**src/rtl/prbs7_ber_monitor.sv**
```systemverilog
// BER measurement monitor for the PRBS7 checker: windowed accumulation of compared bits,
// errored bits, unlocked words and lock-loss events, with frozen results after done_o.
module prbs7_ber_monitor #(
  parameter int WIDTH     = 8,
  parameter int BIT_CNT_W = 48,
  parameter int ERR_CNT_W = 32,
  parameter int EVT_CNT_W = 16
) (
  input  logic                 clk_i,
  input  logic                 rstn_i,
  input  logic                 clear_i,
  input  logic                 start_i,
  input  logic                 stop_i,
  input  logic [31:0]          window_words_i,
  input  logic                 ena_i,
  input  logic                 lock_i,
  input  logic [WIDTH-1:0]     err_mask_i,
  output logic                 busy_o,
  output logic                 done_o,
  output logic [BIT_CNT_W-1:0] bit_cnt_o,
  output logic [ERR_CNT_W-1:0] err_cnt_o,
  output logic [EVT_CNT_W-1:0] unlock_words_o,
  output logic [EVT_CNT_W-1:0] lock_loss_o,
  output logic                 sat_o
);

  localparam int POP_W = $clog2(WIDTH + 1);

  typedef enum logic [2:0] {
    S_IDLE, S_WAIT_LOCK, S_MEASURE, S_DRAIN, S_DONE
  } state_t;

  state_t                 state_q, state_d;
  logic [31:0]            window_q, window_d;
  logic [31:0]            word_cnt_q, word_cnt_d;
  logic                   lock_prev_q, lock_prev_d;
  logic                   s1_valid_q, s1_valid_d;
  logic                   s1_lock_q, s1_lock_d;
  logic [POP_W-1:0]       s1_pop_q, s1_pop_d;
  logic [BIT_CNT_W-1:0]   bit_cnt_q, bit_cnt_d;
  logic [ERR_CNT_W-1:0]   err_cnt_q, err_cnt_d;
  logic [EVT_CNT_W-1:0]   unlock_q, unlock_d;
  logic [EVT_CNT_W-1:0]   lock_loss_q, lock_loss_d;
  logic                   sat_q, sat_d;
  logic                   done_q, done_d;

  logic [POP_W-1:0]       pop;
  logic                   accept;
  logic                   last_word;
  logic [BIT_CNT_W:0]     bit_sum;
  logic [ERR_CNT_W:0]     err_sum;
  logic [EVT_CNT_W:0]     unlock_sum;
  logic [EVT_CNT_W:0]     lock_loss_sum;

  always_comb begin
    pop = '0;
    for (int i = 0; i < WIDTH; i++) begin
      pop = pop + POP_W'(err_mask_i[i]);
    end
  end

  // One extra carry bit per sum; a set carry means the counter must clamp.
  assign bit_sum       = {1'b0, bit_cnt_q} + (BIT_CNT_W+1)'(WIDTH);
  assign err_sum       = {1'b0, err_cnt_q} + (ERR_CNT_W+1)'(s1_pop_q);
  assign unlock_sum    = {1'b0, unlock_q} + (EVT_CNT_W+1)'(1);
  assign lock_loss_sum = {1'b0, lock_loss_q} + (EVT_CNT_W+1)'(1);

  assign accept    = (state_q == S_MEASURE) && ena_i;
  assign last_word = accept && (window_q != 32'd0) && ((word_cnt_q + 32'd1) == window_q);

  always_comb begin
    state_d     = state_q;
    window_d    = window_q;
    word_cnt_d  = word_cnt_q;
    lock_prev_d = lock_i;
    s1_valid_d  = accept;
    s1_lock_d   = accept ? lock_i : s1_lock_q;
    s1_pop_d    = accept ? pop : s1_pop_q;
    bit_cnt_d   = bit_cnt_q;
    err_cnt_d   = err_cnt_q;
    unlock_d    = unlock_q;
    lock_loss_d = lock_loss_q;
    sat_d       = sat_q;
    done_d      = 1'b0;

    if (s1_valid_q) begin
      if (s1_lock_q) begin
        if (bit_sum[BIT_CNT_W]) begin
          bit_cnt_d = '1;
          sat_d     = 1'b1;
        end else begin
          bit_cnt_d = bit_sum[BIT_CNT_W-1:0];
        end
        if (err_sum[ERR_CNT_W]) begin
          err_cnt_d = '1;
          sat_d     = 1'b1;
        end else begin
          err_cnt_d = err_sum[ERR_CNT_W-1:0];
        end
      end else if (unlock_sum[EVT_CNT_W]) begin
        unlock_d = '1;
        sat_d    = 1'b1;
      end else begin
        unlock_d = unlock_sum[EVT_CNT_W-1:0];
      end
    end

    if ((state_q == S_MEASURE) && lock_prev_q && !lock_i) begin
      if (lock_loss_sum[EVT_CNT_W]) begin
        lock_loss_d = '1;
        sat_d       = 1'b1;
      end else begin
        lock_loss_d = lock_loss_sum[EVT_CNT_W-1:0];
      end
    end

    unique case (state_q)
      S_IDLE, S_DONE: begin
        // Only IDLE/DONE can take a start, so no stage-2 update is pending here.
        if (start_i) begin
          state_d     = S_WAIT_LOCK;
          window_d    = window_words_i;
          word_cnt_d  = '0;
          bit_cnt_d   = '0;
          err_cnt_d   = '0;
          unlock_d    = '0;
          lock_loss_d = '0;
          sat_d       = 1'b0;
        end
      end
      S_WAIT_LOCK: begin
        if (stop_i)      state_d = S_DRAIN;
        else if (lock_i) state_d = S_MEASURE;
      end
      S_MEASURE: begin
        if (accept) word_cnt_d = word_cnt_q + 32'd1;
        if (stop_i || last_word) state_d = S_DRAIN;
      end
      S_DRAIN: begin
        state_d = S_DONE;
        done_d  = 1'b1;
      end
      default: state_d = S_IDLE;
    endcase
  end

  always_ff @(posedge clk_i) begin
    if (!rstn_i || clear_i) begin
      state_q     <= S_IDLE;
      window_q    <= '0;
      word_cnt_q  <= '0;
      lock_prev_q <= 1'b0;
      s1_valid_q  <= 1'b0;
      s1_lock_q   <= 1'b0;
      s1_pop_q    <= '0;
      bit_cnt_q   <= '0;
      err_cnt_q   <= '0;
      unlock_q    <= '0;
      lock_loss_q <= '0;
      sat_q       <= 1'b0;
      done_q      <= 1'b0;
    end else begin
      state_q     <= state_d;
      window_q    <= window_d;
      word_cnt_q  <= word_cnt_d;
      lock_prev_q <= lock_prev_d;
      s1_valid_q  <= s1_valid_d;
      s1_lock_q   <= s1_lock_d;
      s1_pop_q    <= s1_pop_d;
      bit_cnt_q   <= bit_cnt_d;
      err_cnt_q   <= err_cnt_d;
      unlock_q    <= unlock_d;
      lock_loss_q <= lock_loss_d;
      sat_q       <= sat_d;
      done_q      <= done_d;
    end
  end

  assign busy_o         = (state_q == S_WAIT_LOCK) || (state_q == S_MEASURE) || (state_q == S_DRAIN);
  assign done_o         = done_q;
  assign bit_cnt_o      = bit_cnt_q;
  assign err_cnt_o      = err_cnt_q;
  assign unlock_words_o = unlock_q;
  assign lock_loss_o    = lock_loss_q;
  assign sat_o          = sat_q;

endmodule
```
**config.mk**
```make
export PLATFORM = sky130hd
export DESIGN_NAME = prbs7_ber_monitor
export DESIGN_NICKNAME = d
export VERILOG_FILES = /design/src/rtl/prbs7_ber_monitor.sv
export SDC_FILE = /design/constraint.sdc
export NUM_CORES = 1
export LEC_CHECK = 0
export CAP_MARGIN = 20
export CORE_MARGIN = 3
export CORE_UTILIZATION = 55
export DETAILED_ROUTE_END_ITERATION = 6
export DONT_BUFFER_PORTS = 1
export PLACE_DENSITY = 0.79
export RECOVER_POWER = 100
export SYNTH_ARGS = -nofsm -noshare
export SYNTH_HDL_FRONTEND = slang
export SYNTH_SLANG_ARGS = --single-unit
export TNS_END_PERCENT = 50
```
**constraint.sdc**
```tcl
create_clock -name clk_i -period 4.5 [get_ports clk_i]
set_input_delay 0.9 -clock clk_i [delete_from_list [all_inputs] [get_ports clk_i]]
set_output_delay 0.9 -clock clk_i [all_outputs]
set_load 0.05 [all_outputs]
```
After elaboration in Yosys (flattened, before gate mapping)

Index checks and enable logic that the tools add are counted.

Word-level logic and storage cells: 89
Output and inout bits: 115
Register bits after elaboration: 188
Bits of input ports: 47

Eq/ne operators: 9
Muxes and demuxes: 37
Add/subtract/negate cells: 12
Reductions and logical operators: 18

Operator list:

| kind                  | number |
|---|---|
| $mux 48               | 5 |
| $mux 32               | 7 |
| $mux 16               | 9 |
| $pmux 32 s2           | 1 |
| $add 48x4->49 const B | 1 |
| $add 16x1->17 const B | 2 |
| $add 32x4->33         | 1 |
| $add 32x1->32 const B | 1 |
| $eq 32x32->1          | 1 |
| $reduce_bool 32->1    | 1 |
| $add 4x1->4           | 4 |
| $mux 3                | 4 |
| $pmux 3 s4            | 1 |
| $mux 1                | 10 |
| $eq 3x2->1 const B    | 2 |
| $reduce_and 3->1      | 2 |
| $logic_and 1x1->1     | 5 |
| $add 3x1->4           | 1 |
| $logic_or 1x1->1      | 4 |
| $ne 2x2->1 const B    | 2 |
| $add 2x1->3           | 1 |
| $eq 3x1->1 const B    | 1 |
| $eq 3x3->1 const B    | 1 |
| $logic_not 3->1       | 1 |
| other kinds (7)       | 8 |

Longest topological paths before layout

Gate-level depths: netlist of run 1.

Depth in word-level cells: 9
Gate-level depth with buffers: 11
Mapped depth without buffers: 9

Least setup slack after synthesis of run 1

No wires, ideal clock.

Path type: input -> register
Start point: in err_mask_i[0]
End point: reg s1_pop_q[2]
Data arrival time: 3.302 ns
Path slack: 1.112 ns
Buffers on the path: 0
Required time: 4.414 ns
Stages on the path: 9
Setup time: 0.086 ns
Cells stage by stage: fa_1 > inv_1 > fa_1 > fa_1 > inv_1 > ha_1 > fa_1 > xnor2_1 > a211oi_1

Longest elaborated chain between the ends: 7

RTL lines:

| what                     | RTL line | RTL |
|---|---|---|
| start: declaration       | 17       | `input logic [WIDTH-1:0] err_mask_i,` |
| $add 1x1->2              | 58       | `pop = pop + POP_W'(err_mask_i[i]);` |
| $add 2x1->3              | 58       |  |
| $add 3x1->4              | 58       |  |
| $add 4x1->4 (4 in a row) | 58       |  |
| end signal: assignment   | 169      | `s1_pop_q <= s1_pop_d;` |
| end: declaration         | 39       | `logic [POP_W-1:0] s1_pop_q, s1_pop_d;` |

No other way between the ends.
A chain may end at the register's enable or synchronous reset.

Worst setup path in the final report of run 1

Start point: reg bit_cnt_q[5] (netlist: bit_cnt_o[5])
End point: reg bit_cnt_q[44] (netlist: bit_cnt_o[44])

Longest elaborated chain between the ends: 6

RTL lines:

| what                     | RTL line | RTL |
|---|---|---|
| start: declaration       | 40       | `logic [BIT_CNT_W-1:0] bit_cnt_q, bit_cnt_d;` |
| start signal: assignment | 170      | `bit_cnt_q <= bit_cnt_d;` |
| $add 48x4->49 (*)        | 63       | `assign bit_sum = {1'b0, bit_cnt_q} + (BIT_CNT_W+1)'(WIDTH);` |
| $mux 48 (*)              | 88       | `if (bit_sum[BIT_CNT_W]) begin` |
| $mux 48 (*)              | 87       | `if (s1_lock_q) begin` |
| $mux 48 (*)              | 86       | `if (s1_valid_q) begin` |
| $mux 48                  | 120      | `if (start_i) begin` |
| $mux 48 (*)              | 117      | `unique case (state_q)` |

Every way passes the cells marked *; elsewhere a longest branch is shown, timed or not.

==> results of run 1 <==
[metal layers]
metal,vias up,GRT usage
met5,-,0
met4,0,0.0673
met3,44,0.0717
met2,406,0.424
met1,4373,0.326
li1,4601,-
[worst min-delay path by stage]
stage	end	cells after the start	slack, ns	from
2_1_floorplan	s1_pop_q[3]$_SDFFE_PP0P_	2	0.44	s1_pop_q[3]$_SDFFE_PP0P_
3_3_place_gp	s1_pop_q[3]$_SDFFE_PP0P_	2	0.45	s1_pop_q[3]$_SDFFE_PP0P_
3_5_place_dp	s1_pop_q[3]$_SDFFE_PP0P_	2	0.45	s1_pop_q[3]$_SDFFE_PP0P_
4_1_cts	s1_pop_q[3]$_SDFFE_PP0P_	2	0.46	s1_pop_q[3]$_SDFFE_PP0P_
5_1_grt	s1_pop_q[0]$_SDFFE_PP0P_	2	0.50	s1_pop_q[0]$_SDFFE_PP0P_
6_report	s1_pop_q[3]$_SDFFE_PP0P_	2	0.46	s1_pop_q[3]$_SDFFE_PP0P_
[synth_stat cells, types with 3 or more instances]
library cell / count
nor3b_1: 5
nor4_1: 24
a41oi_1: 4
and4_1: 14
clkbuf_1: 66
buf_2: 5
a21oi_1: 137
buf_1: 3
and2_1: 18
or3_1: 11
a41o_1: 4
nor2_1: 111
nand3_1: 65
nand4_1: 41
inv_1: 23
o221a_2: 4
dfxtp_1: 188
nand2b_1: 5
buf_4: 6
xnor2_1: 41
nor3_1: 49
o21ai_0: 74
a311oi_1: 20
and3_1: 47
a211oi_1: 24
nand3b_1: 5
o211ai_1: 3
ha_1: 11
a21o_1: 7
fa_1: 5
xor2_1: 23
o21bai_1: 3
a31oi_1: 28
nand2_1: 168
mux2i_1: 8
[area by class of cell]
class                   count  area share
repair buffers             25      0.0117
clock buffers              21      0.0444
flip-flops and latches    188       0.355
clock inverters            11      0.0100
inverters                  23     0.00815
well taps                 225      0.0266
multi-input cells         995       0.544
[power groups by stage]
stage | Combinational (W) | Clock, W | Sequential [W]
2_1_floorplan | 0.000126 | 0 | 0.00172
3_3_place_gp | 0.000155 | 0 | 0.00172
3_5_place_dp | 0.000159 | 0 | 0.00172
4_1_cts | 0.000160 | 0.00150 | 0.00169
5_1_grt | 0.000180 | 0.00157 | 0.00169
6_report | 0.000157 | 0.00148 | 0.00169
[kinds of logic (layout without fill, tap and decap cells)]
group,Yosys count,count (layout),synth area share
AND/OR/NAND/NOR,586,586,0.297
XOR/XNOR,64,64,0.0564
AO/OA/AOI/OAI,320,320,0.192
adder cells (fa/ha/maj),16,16,0.0239
buffers and inverters,104,80,0.0429
flip-flops,188,188,0.379
multiplexers,9,9,0.00919
[flip-flops by register name (all words and copies together) (netlist names)]
signal and cells:
s1_lock_q 1, unlock_words_o 16, state_q 3, sat_o 1, word_cnt_q 32, done_o 1
err_cnt_o 32, s1_valid_q 1, window_q 32, lock_loss_o 16, lock_prev_q 1, bit_cnt_o 48
s1_pop_q 4
[through the flow]
step	hold slack, ns	cell area, um^2	cells	util
6_report	0.456	10600	1488	0.606
5_1_grt	0.498	10600	1488	0.606
4_1_cts	0.460	10700	1488	0.610
3_5_place_dp	0.451	10100	1456	0.577
3_3_place_gp	0.448	10100	1456	0.577
2_1_floorplan	0.436	9940	1287	-
[critical path, stage by stage, from the launching register on]
cell,delay (ns)
dfxtp_1,0.30
clkbuf_1,0.61
nand4_1,0.24
or3_1,0.44
nor3_1,0.57
nand3_1,0.34
nor2_1,0.84
a31oi_1,0.20
a311oi_1,0.27
[cell usage in the layout (no fill, tap or decap), drive strengths merged, types with 7 or more instances in the layout]
cell,synthesis,layout
a31oi,28,28
nor3,50,50
a21o,7,7
clkbuf,66,38
inv,23,28
and3,49,49
nor2,111,111
nand2,168,168
nor4,25,25
a311oi,20,20
buf,15,8
a21oi,137,137
nand3,67,67
mux2i,8,8
o21ai,75,75
and2,18,18
xor2,23,23
ha,11,11
or3,11,11
dfxtp,188,188
and4,14,14
a211oi,24,24
xnor2,41,41
nand4,42,42
==> results.yml, run 1 <==
yosys:
  ys_warn_count: 0
  syn_inst: 1287
  yosys.area.top_type_share: 0.379
  async_reset_ff_frac: 0
  synth_area_per_cell_um2: 7.72
  synth_ff_type: "dfxtp_1"
  synth-seq-area-share: 0.379
  synth_edf_count: 0
  syn-num-nets: 1350
  synth_seq_cells: 188
  synth_cell_types: 66
  synth_area_leaders: "dfxtp_1, a21oi_1, nand2_1"
  yosysTopAreaCell: "dfxtp_1"
  syn-cell-area_um2: 9940
cts:
  clockRootBuffer: "clkbuf_16"
  clkTransAtPathRegs_ns: 0.07
  numCtsBuffers: 17
  cts_max_path_buffers: 2
  clock-sinks: 188
  ctsHoldBuffers: 0
  htree_num_levels: 4
  clk_latency_ns: 0.43
  cts_setup_buffers: 0
  cts_resized: 0
  cts_tree: "done"
route:
  ant_nets: 0
  dr.pass1.iters: 6
  drc: 0
  wl_met2_um: 12400
  wl_met1_um: 10700
  wl_um: 25900
  top_layer: "met4"
  drtIter0Drc: 901
  vias: 9424
  wl_met3_um: 2340
  wire_per_inst_um: 17.4
  via_per_inst: 6.33
floorplan:
  initial_core_util: 0.569
  core_um2: 17500
  die_h_um: 140
  die_area_um2: 19700
  rows: 48
  die_x_um: 140
  io_pins: 162
placement:
  gp_congestion: 0.909
  portBuffers: 0
  preCtsSetupSlack_ns: 0.980
  dp_hpwl_um: 18000
layout:
  layout-drive-gt1-share: 0.0467
  area_growth_pct: 6.56
  seq_area_um2: 3760
  diodes: 0
  nets: 1313
  fill_cells: 1606
  multi_input_area_um2: 5760
global_routing:
  grtUsageTotal: 0.255
  grt_max_degree: 96
  grt_overflow: 0
  antenna_found_initial: 0
  grt_pass1_wl_um: 42300
  grt_pass1_vias: 8396
setup_path:
  path_class: "flip-flop to flip-flop"
  required_ns: 4.82
  reg2reg_slack_ns: 0.58
  worstPathMaxFanout: 15
  ff2ff_path_depth: 8
  endpoint: "bit_cnt_o[44]$_SDFF_PP0_"
  arrival_ns: 4.24
  r2r-start: "bit_cnt_o[5]$_SDFF_PP0_"
  cp-start-kind: "flip-flop"
  startpoint: "bit_cnt_o[5]$_SDFF_PP0_"
  cp-end-kind: "flip-flop"
  reg2reg_to: "bit_cnt_o[44]$_SDFF_PP0_"
power:
  power_density_nw_per_um2: 314
  p_int_w: 0.00254
  seq_power_share: 0.508
  power_frac_comb: 0.047
  p_switching_w: 0.000777
  leakage_nw: 3.59
  clock_power_share: 0.445
  p_total_w: 0.00332
  swShare: 0.234
  irDropWorstVdd_mv: 0.264
timing:
  min_period_ns: 3.92
  slew_headroom: -0.0698
  tightest_slew_ns: 1.60
  hold_violations: 0
  grt_setup_unrepaired: "false"
  finalWorstSetupSlack_ns: 0.580
  period_share: 0.871
  final_max_slew_viol_count: 81
  clock.fmax_mhz: 255
  skew_ns: 0.00753
  setup_viol: 0
  fin_tns_setup_ns: 0
flow_run:
  cap_violations: 2
hold_path:
  hp-class: "flip-flop to flip-flop"
run_status:
  violations: "capacitance limit, slew limit"
  status: "finished with violations"
Power figures use the tool's default switching activity.
==> run 2, diff against run 1 <==
--- a/config.mk
+++ b/config.mk
@@ -8,8 +8,10 @@
 export CAP_MARGIN = 20
 export CORE_MARGIN = 3
 export CORE_UTILIZATION = 55
+export CTS_CLUSTER_SIZE = 40
 export DETAILED_ROUTE_END_ITERATION = 6
 export DONT_BUFFER_PORTS = 1
+export GPL_TIMING_DRIVEN = 0
 export PLACE_DENSITY = 0.79
 export RECOVER_POWER = 100
 export SYNTH_ARGS = -nofsm -noshare
==> run 2 against run 1 <==
  * The run still ends with capacitance limit, slew limit left
  * Worst hold slack better by 0.0087 ns
  * Combinational power increased by 13%
  * Routed wire length is 15% higher
  * Critical path depth up 1
  * Clock skew increased by 0.0031 ns
  * Total power grew 1.2%
  * First-iteration DRC count up 37%
  * Die area unchanged
  * Global-route usage up 3.6 points
  * Via count increased by 6.8%
  * Sequential cell count stayed put
  * Final area grew 1.5%
  * Critical path type unchanged
==> results.yml, run 2 (synthesis results as in run 1) <==
timing:
  tightest_slew_ns: 1.75
  period_share: 0.897
  setup_viol: 0
  skew_ns: 0.0106
  final_max_slew_viol_count: 10
  clock.fmax_mhz: 248
  grt_setup_unrepaired: "false"
  hold_violations: 0
  min_period_ns: 4.04
  slew_headroom: -0.176
  finalWorstSetupSlack_ns: 0.462
  fin_tns_setup_ns: 0
power:
  seq_power_share: 0.501
  power_frac_comb: 0.053
  power_density_nw_per_um2: 313
  clock_power_share: 0.446
  p_switching_w: 0.000809
  irDropWorstVdd_mv: 0.258
  swShare: 0.241
  p_int_w: 0.00255
  leakage_nw: 3.62
global_routing:
  grt_max_degree: 17
  grt_pass1_wl_um: 47000
  grt_pass1_vias: 8813
  grt_overflow: 0
  antenna_found_initial: 0
  grtUsageTotal: 0.291
layout:
  layout-drive-gt1-share: 0.0417
  fill_cells: 1578
  mostFrequentLayoutCell: "dfxtp_1"
  finalNonFillerCells: 1543
  nets: 1370
  utilization: 0.615
  final_cell_mix: "dfxtp_1, nand2_1, a21oi_1"
  diodes: 0
  area_growth_pct: 8.20
  largest_reg_flops: 48
cts:
  clock-sinks: 188
  clockRootBuffer: "clkbuf_16"
  ctsHoldBuffers: 0
  cts_max_path_buffers: 2
  numCtsBuffers: 17
  cts_tree: "done"
  cts_setup_buffers: 0
  clkTransAtPathRegs_ns: 0.07
  clk_latency_ns: 0.43
  cts_resized: 0
  htree_num_levels: 4
setup_path:
  cp-start-kind: "flip-flop"
  crit_buf_inv: 1
  crit_chain: "ha_1 -> nand3_1 -> or4_2 -> clkbuf_1 -> nor3_1 -> xnor2_1 -> or4_1 -> or4_1 -> o21ai_0"
  critPathTopFamily: "simple AND/OR/NAND/NOR gates"
  cp-end-kind: "flip-flop"
  path_class: "flip-flop to flip-flop"
  arrival_ns: 4.40
  required_ns: 4.86
  worstPathMaxFanout: 9
  crit_top_cell: "or4_1"
  slowest_stage: "or4_2"
  cpPeakStageDelay_ns: 0.74
floorplan:
  die_x_um: 140
  die_h_um: 140
  initial_core_util: 0.569
  rows: 48
  core_um2: 17500
  io_pins: 162
  die_area_um2: 19700
placement:
  dp_cells: 1513
  gp_congestion: 0.995
  portBuffers: 0
  preCtsSetupSlack_ns: 0.885
  dp_hpwl_um: 21400
run_status:
  violations: "capacitance limit, slew limit"
  status: "finished with violations"
route:
  wire_per_inst_um: 19.3
  via_per_inst: 6.52
  drtIter0Drc: 1237
  ant_nets: 0
  vias: 10100
  dr.pass1.iters: 6
  drc: 0
  wl_um: 29800
hold_path:
  hp-class: "flip-flop to flip-flop"
flow_run:
  cap_violations: 1
-- run 2: cell count changes in the layout (fill, tap and decap cells not counted), moves of 2 or more --
cell / delta
clkinvlp_4: +3
clkbuf_8: -3
clkbuf_1: +53
clkinv_2: -2
buf_4: -2
buf_2: +5
inv_6: -2
-- run 2: per-stage QoR --
stage	hold WS (ns)	instance area, um^2	total power, W
5_1_grt	0.490	10800	0.00346
3_5_place_dp	0.458	10200	0.00190
3_3_place_gp	0.454	10200	0.00190
2_1_floorplan	0.436	9940	0.00184
6_report	0.465	10800	0.00336
4_1_cts	0.469	10800	0.00336
-- run 2: metal layers --
layer  GRT usage  up-vias  share of wire  wire length (um)
met5           0        -              0                 0
met4      0.0801        0          0.023               673
met3      0.0850       65           0.11              3320
met2       0.476      554           0.47             14000
met1       0.375     4720           0.40             11800
li1            -     4729              -                 -
-- run 2: final cells by class --
class	count	area, um^2	area share
Multi-Input combinational cell	995	5710	0.531
Sequential cell	188	3760	0.350
Clock buffer	18	429	0.0399
Buffer	81	333	0.0310
Tap cell	225	282	0.0262
Clock inverter	12	140	0.0130
Inverter	23	86.3	0.00803
Timing Repair Buffer	1	3.75	0.000349
-- run 2: power groups by stage --
stage,Sequential [W],Combinational (W),Clock (W)
CTS,0.00168,0.000178,0.00150
finish,0.00168,0.000178,0.00150
floorplan,0.00172,0.000126,0
global placement,0.00172,0.000173,0
detailed placement,0.00172,0.000177,0
global route,0.00169,0.000200,0.00158
-- run 2: worst reg2reg max path, cell delays in order, from the launching register on --
cell and delay, ns:
dfxtp_1 0.48, ha_1 0.33, nand3_1 0.33, or4_2 0.74
clkbuf_1 0.21, nor3_1 0.50, xnor2_1 0.13, or4_1 0.52
or4_1 0.56, o21ai_0 0.17
-- run 2: worst paths after layout --
check	start	endpoint	slack, ns	cells after the start
max reg2reg	word_cnt_q[0]$_SDFFE_PP0P_	state_q[0]$_SDFFE_PP0P_	0.46	9
max	word_cnt_q[0]$_SDFFE_PP0P_	state_q[0]$_SDFFE_PP0P_	0.46	9
min	s1_pop_q[0]$_SDFFE_PP0P_	s1_pop_q[0]$_SDFFE_PP0P_	0.46	2
min reg2reg	s1_pop_q[0]$_SDFFE_PP0P_	s1_pop_q[0]$_SDFFE_PP0P_	0.46	2
==> run 3, diff against run 2 <==
==> constraint.sdc (replaced) <==
create_clock -name clk_i -period 4 [get_ports clk_i]
set_input_delay 0.8 -clock clk_i [delete_from_list [all_inputs] [get_ports clk_i]]
set_output_delay 0.8 -clock clk_i [all_outputs]
set_load 0.05 [all_outputs]
==> run 3 against run 2 <==
  * The flow finishes with violations (DRC)
  * Clock skew decreased by 0.00065 ns
  * Sequential share of layout area decreased by 0.073 points
  * Sequential cell count unchanged
  * Largest cell class unchanged
  * Largest power group unchanged
==> results.yml, run 3 (synthesis results as in run 1) <==
floorplan:
  io_pins: 162
  die_x_um: 140
  core_um2: 17500
  die_h_um: 140
  initial_core_util: 0.569
  rows: 48
  die_area_um2: 19700
route:
  ant_nets: 0
  drc: 2
  via_per_inst: 6.50
  vias: 10000
  dr.pass1.iters: 7
  wl_um: 29700
  wire_per_inst_um: 19.3
  drtIter0Drc: 1219
power:
  p_switching_w: 0.000909
  p_int_w: 0.00287
  seq_power_share: 0.502
  swShare: 0.241
  leakage_nw: 3.64
  power_density_nw_per_um2: 351
  clock_power_share: 0.445
  irDropWorstVdd_mv: 0.292
  power_frac_comb: 0.053
global_routing:
  antenna_found_initial: 0
  grt_pass1_wl_um: 47000
  grt_overflow: 0
  grt_max_degree: 17
  grtUsageTotal: 0.291
  grt_pass1_vias: 8813
cts:
  numCtsBuffers: 17
  clk_latency_ns: 0.43
  clockRootBuffer: "clkbuf_16"
  clkTransAtPathRegs_ns: 0.07
  clock-sinks: 188
  cts_max_path_buffers: 2
  cts_setup_buffers: 0
  cts_tree: "done"
  htree_num_levels: 4
  ctsHoldBuffers: 0
setup_path:
  cp-end-kind: "flip-flop"
  r2r-start: "word_cnt_q[0]$_SDFFE_PP0P_"
  cpPeakStageDelay_ns: 0.74
  required_ns: 4.36
  cp-start-kind: "flip-flop"
  arrival_ns: 4.22
  startpoint: "word_cnt_q[0]$_SDFFE_PP0P_"
  slowest_stage: "or4_2"
  worstPathMaxFanout: 9
  critPathTopFamily: "simple AND/OR/NAND/NOR gates"
  crit_chain: "ha_1 -> nand3_1 -> or4_2 -> clkbuf_1 -> nor3_4 -> xnor2_1 -> or4_1 -> or4_1 -> o21ai_0"
  crit_buf_inv: 1
  path_class: "flip-flop to flip-flop"
  crit_top_cell: "or4_1"
hold_path:
  hp-start: "s1_pop_q[0]$_SDFFE_PP0P_"
  hp-class: "flip-flop to flip-flop"
timing:
  tightest_slew_ns: 1.05
  period_share: 0.964
  clock.fmax_mhz: 259
  slew_headroom: 0.297
  grt_setup_unrepaired: "false"
  fin_tns_setup_ns: 0
  hold_violations: 0
  skew_ns: 0.00999
  setup_viol: 0
  min_period_ns: 3.86
  final_max_slew_viol_count: 0
placement:
  gp_congestion: 0.995
  dp_hpwl_um: 21400
  portBuffers: 0
layout:
  final_cell_mix: "dfxtp_1, nand2_1, a21oi_1"
  utilization: 0.616
  largest_reg_flops: 48
  diodes: 0
  area_growth_pct: 8.42
  nets: 1370
  layout-drive-gt1-share: 0.0440
  mostFrequentLayoutCell: "dfxtp_1"
  fill_cells: 1575
flow_run:
  cap_violations: 0
run_status:
  violations: "DRC"
  status: "finished with violations"
-- run 3: timing repair --
action / CTS / global route
gates resized for setup: 0 / 1
setup endpoints to repair: 0 / 2
endpoints found under the hold margin: 0 / 0
-- run 3: per-stage QoR --
step | std cells | instance area, um^2 | setup slack (ns) | hold slack, ns | power (W)
after floorplan | 1287 | 9940 | 0.712 | 0.436 | 0.00208
after global placement | 1512 | 10200 | 0.442 | 0.454 | 0.00213
final | 1543 | 10800 | 0.143 | 0.465 | 0.00378
after global routing | 1543 | 10800 | 0.0205 | 0.481 | 0.00389
after detailed placement | 1513 | 10200 | 0.385 | 0.458 | 0.00214
after CTS | 1543 | 10800 | 0.323 | 0.469 | 0.00378
-- run 3: final timing paths --
kind,end,slack (ns),depth (start not counted)
hold / removal,s1_pop_q[0]$_SDFFE_PP0P_,0.46,2
setup reg to reg,state_q[0]$_SDFFE_PP0P_,0.14,9
setup / recovery,state_q[0]$_SDFFE_PP0P_,0.14,9
hold reg to reg,s1_pop_q[0]$_SDFFE_PP0P_,0.46,2
-- run 3: cell type report --
class / count / area [um^2] / share of cell area
flip-flops and latches: 188 / 3760 / 0.349
clock buffers: 18 / 429 / 0.0398
inverters: 23 / 86.3 / 0.00801
multi-input cells: 995 / 5740 / 0.532
plain buffers: 81 / 333 / 0.0309
well taps: 225 / 282 / 0.0261
repair buffers: 1 / 3.75 / 0.000348
clock inverters: 12 / 140 / 0.0130
-- run 3: power groups by stage --
stage               Clock (W)  Combinational [W]  Sequential [W]
floorplan                   0           0.000142         0.00193
global route          0.00177           0.000225         0.00190
finish                0.00168           0.000200         0.00190
detailed placement          0           0.000200         0.00194
global placement            0           0.000194         0.00194
CTS                   0.00169           0.000200         0.00190
-- run 3: routing by layer --
| metal | vias up | share of wire | wire length (um) | track usage |
|---|---|---|---|---|
| met5 | - | 0 | 0 | 0 |
| met4 | 0 | 0.021 | 627 | 0.0801 |
| met3 | 69 | 0.11 | 3370 | 0.0850 |
| met2 | 547 | 0.47 | 13900 | 0.476 |
| met1 | 4704 | 0.40 | 11800 | 0.375 |
| li1 | 4717 | - | - | - |
-- run 3: worst reg2reg max path, stage by stage, from the launching register on --
cell	delay (ns)
dfxtp_1	0.48
ha_1	0.33
nand3_1	0.33
or4_2	0.74
clkbuf_1	0.24
nor3_4	0.32
xnor2_1	0.10
or4_1	0.51
or4_1	0.57
o21ai_0	0.17
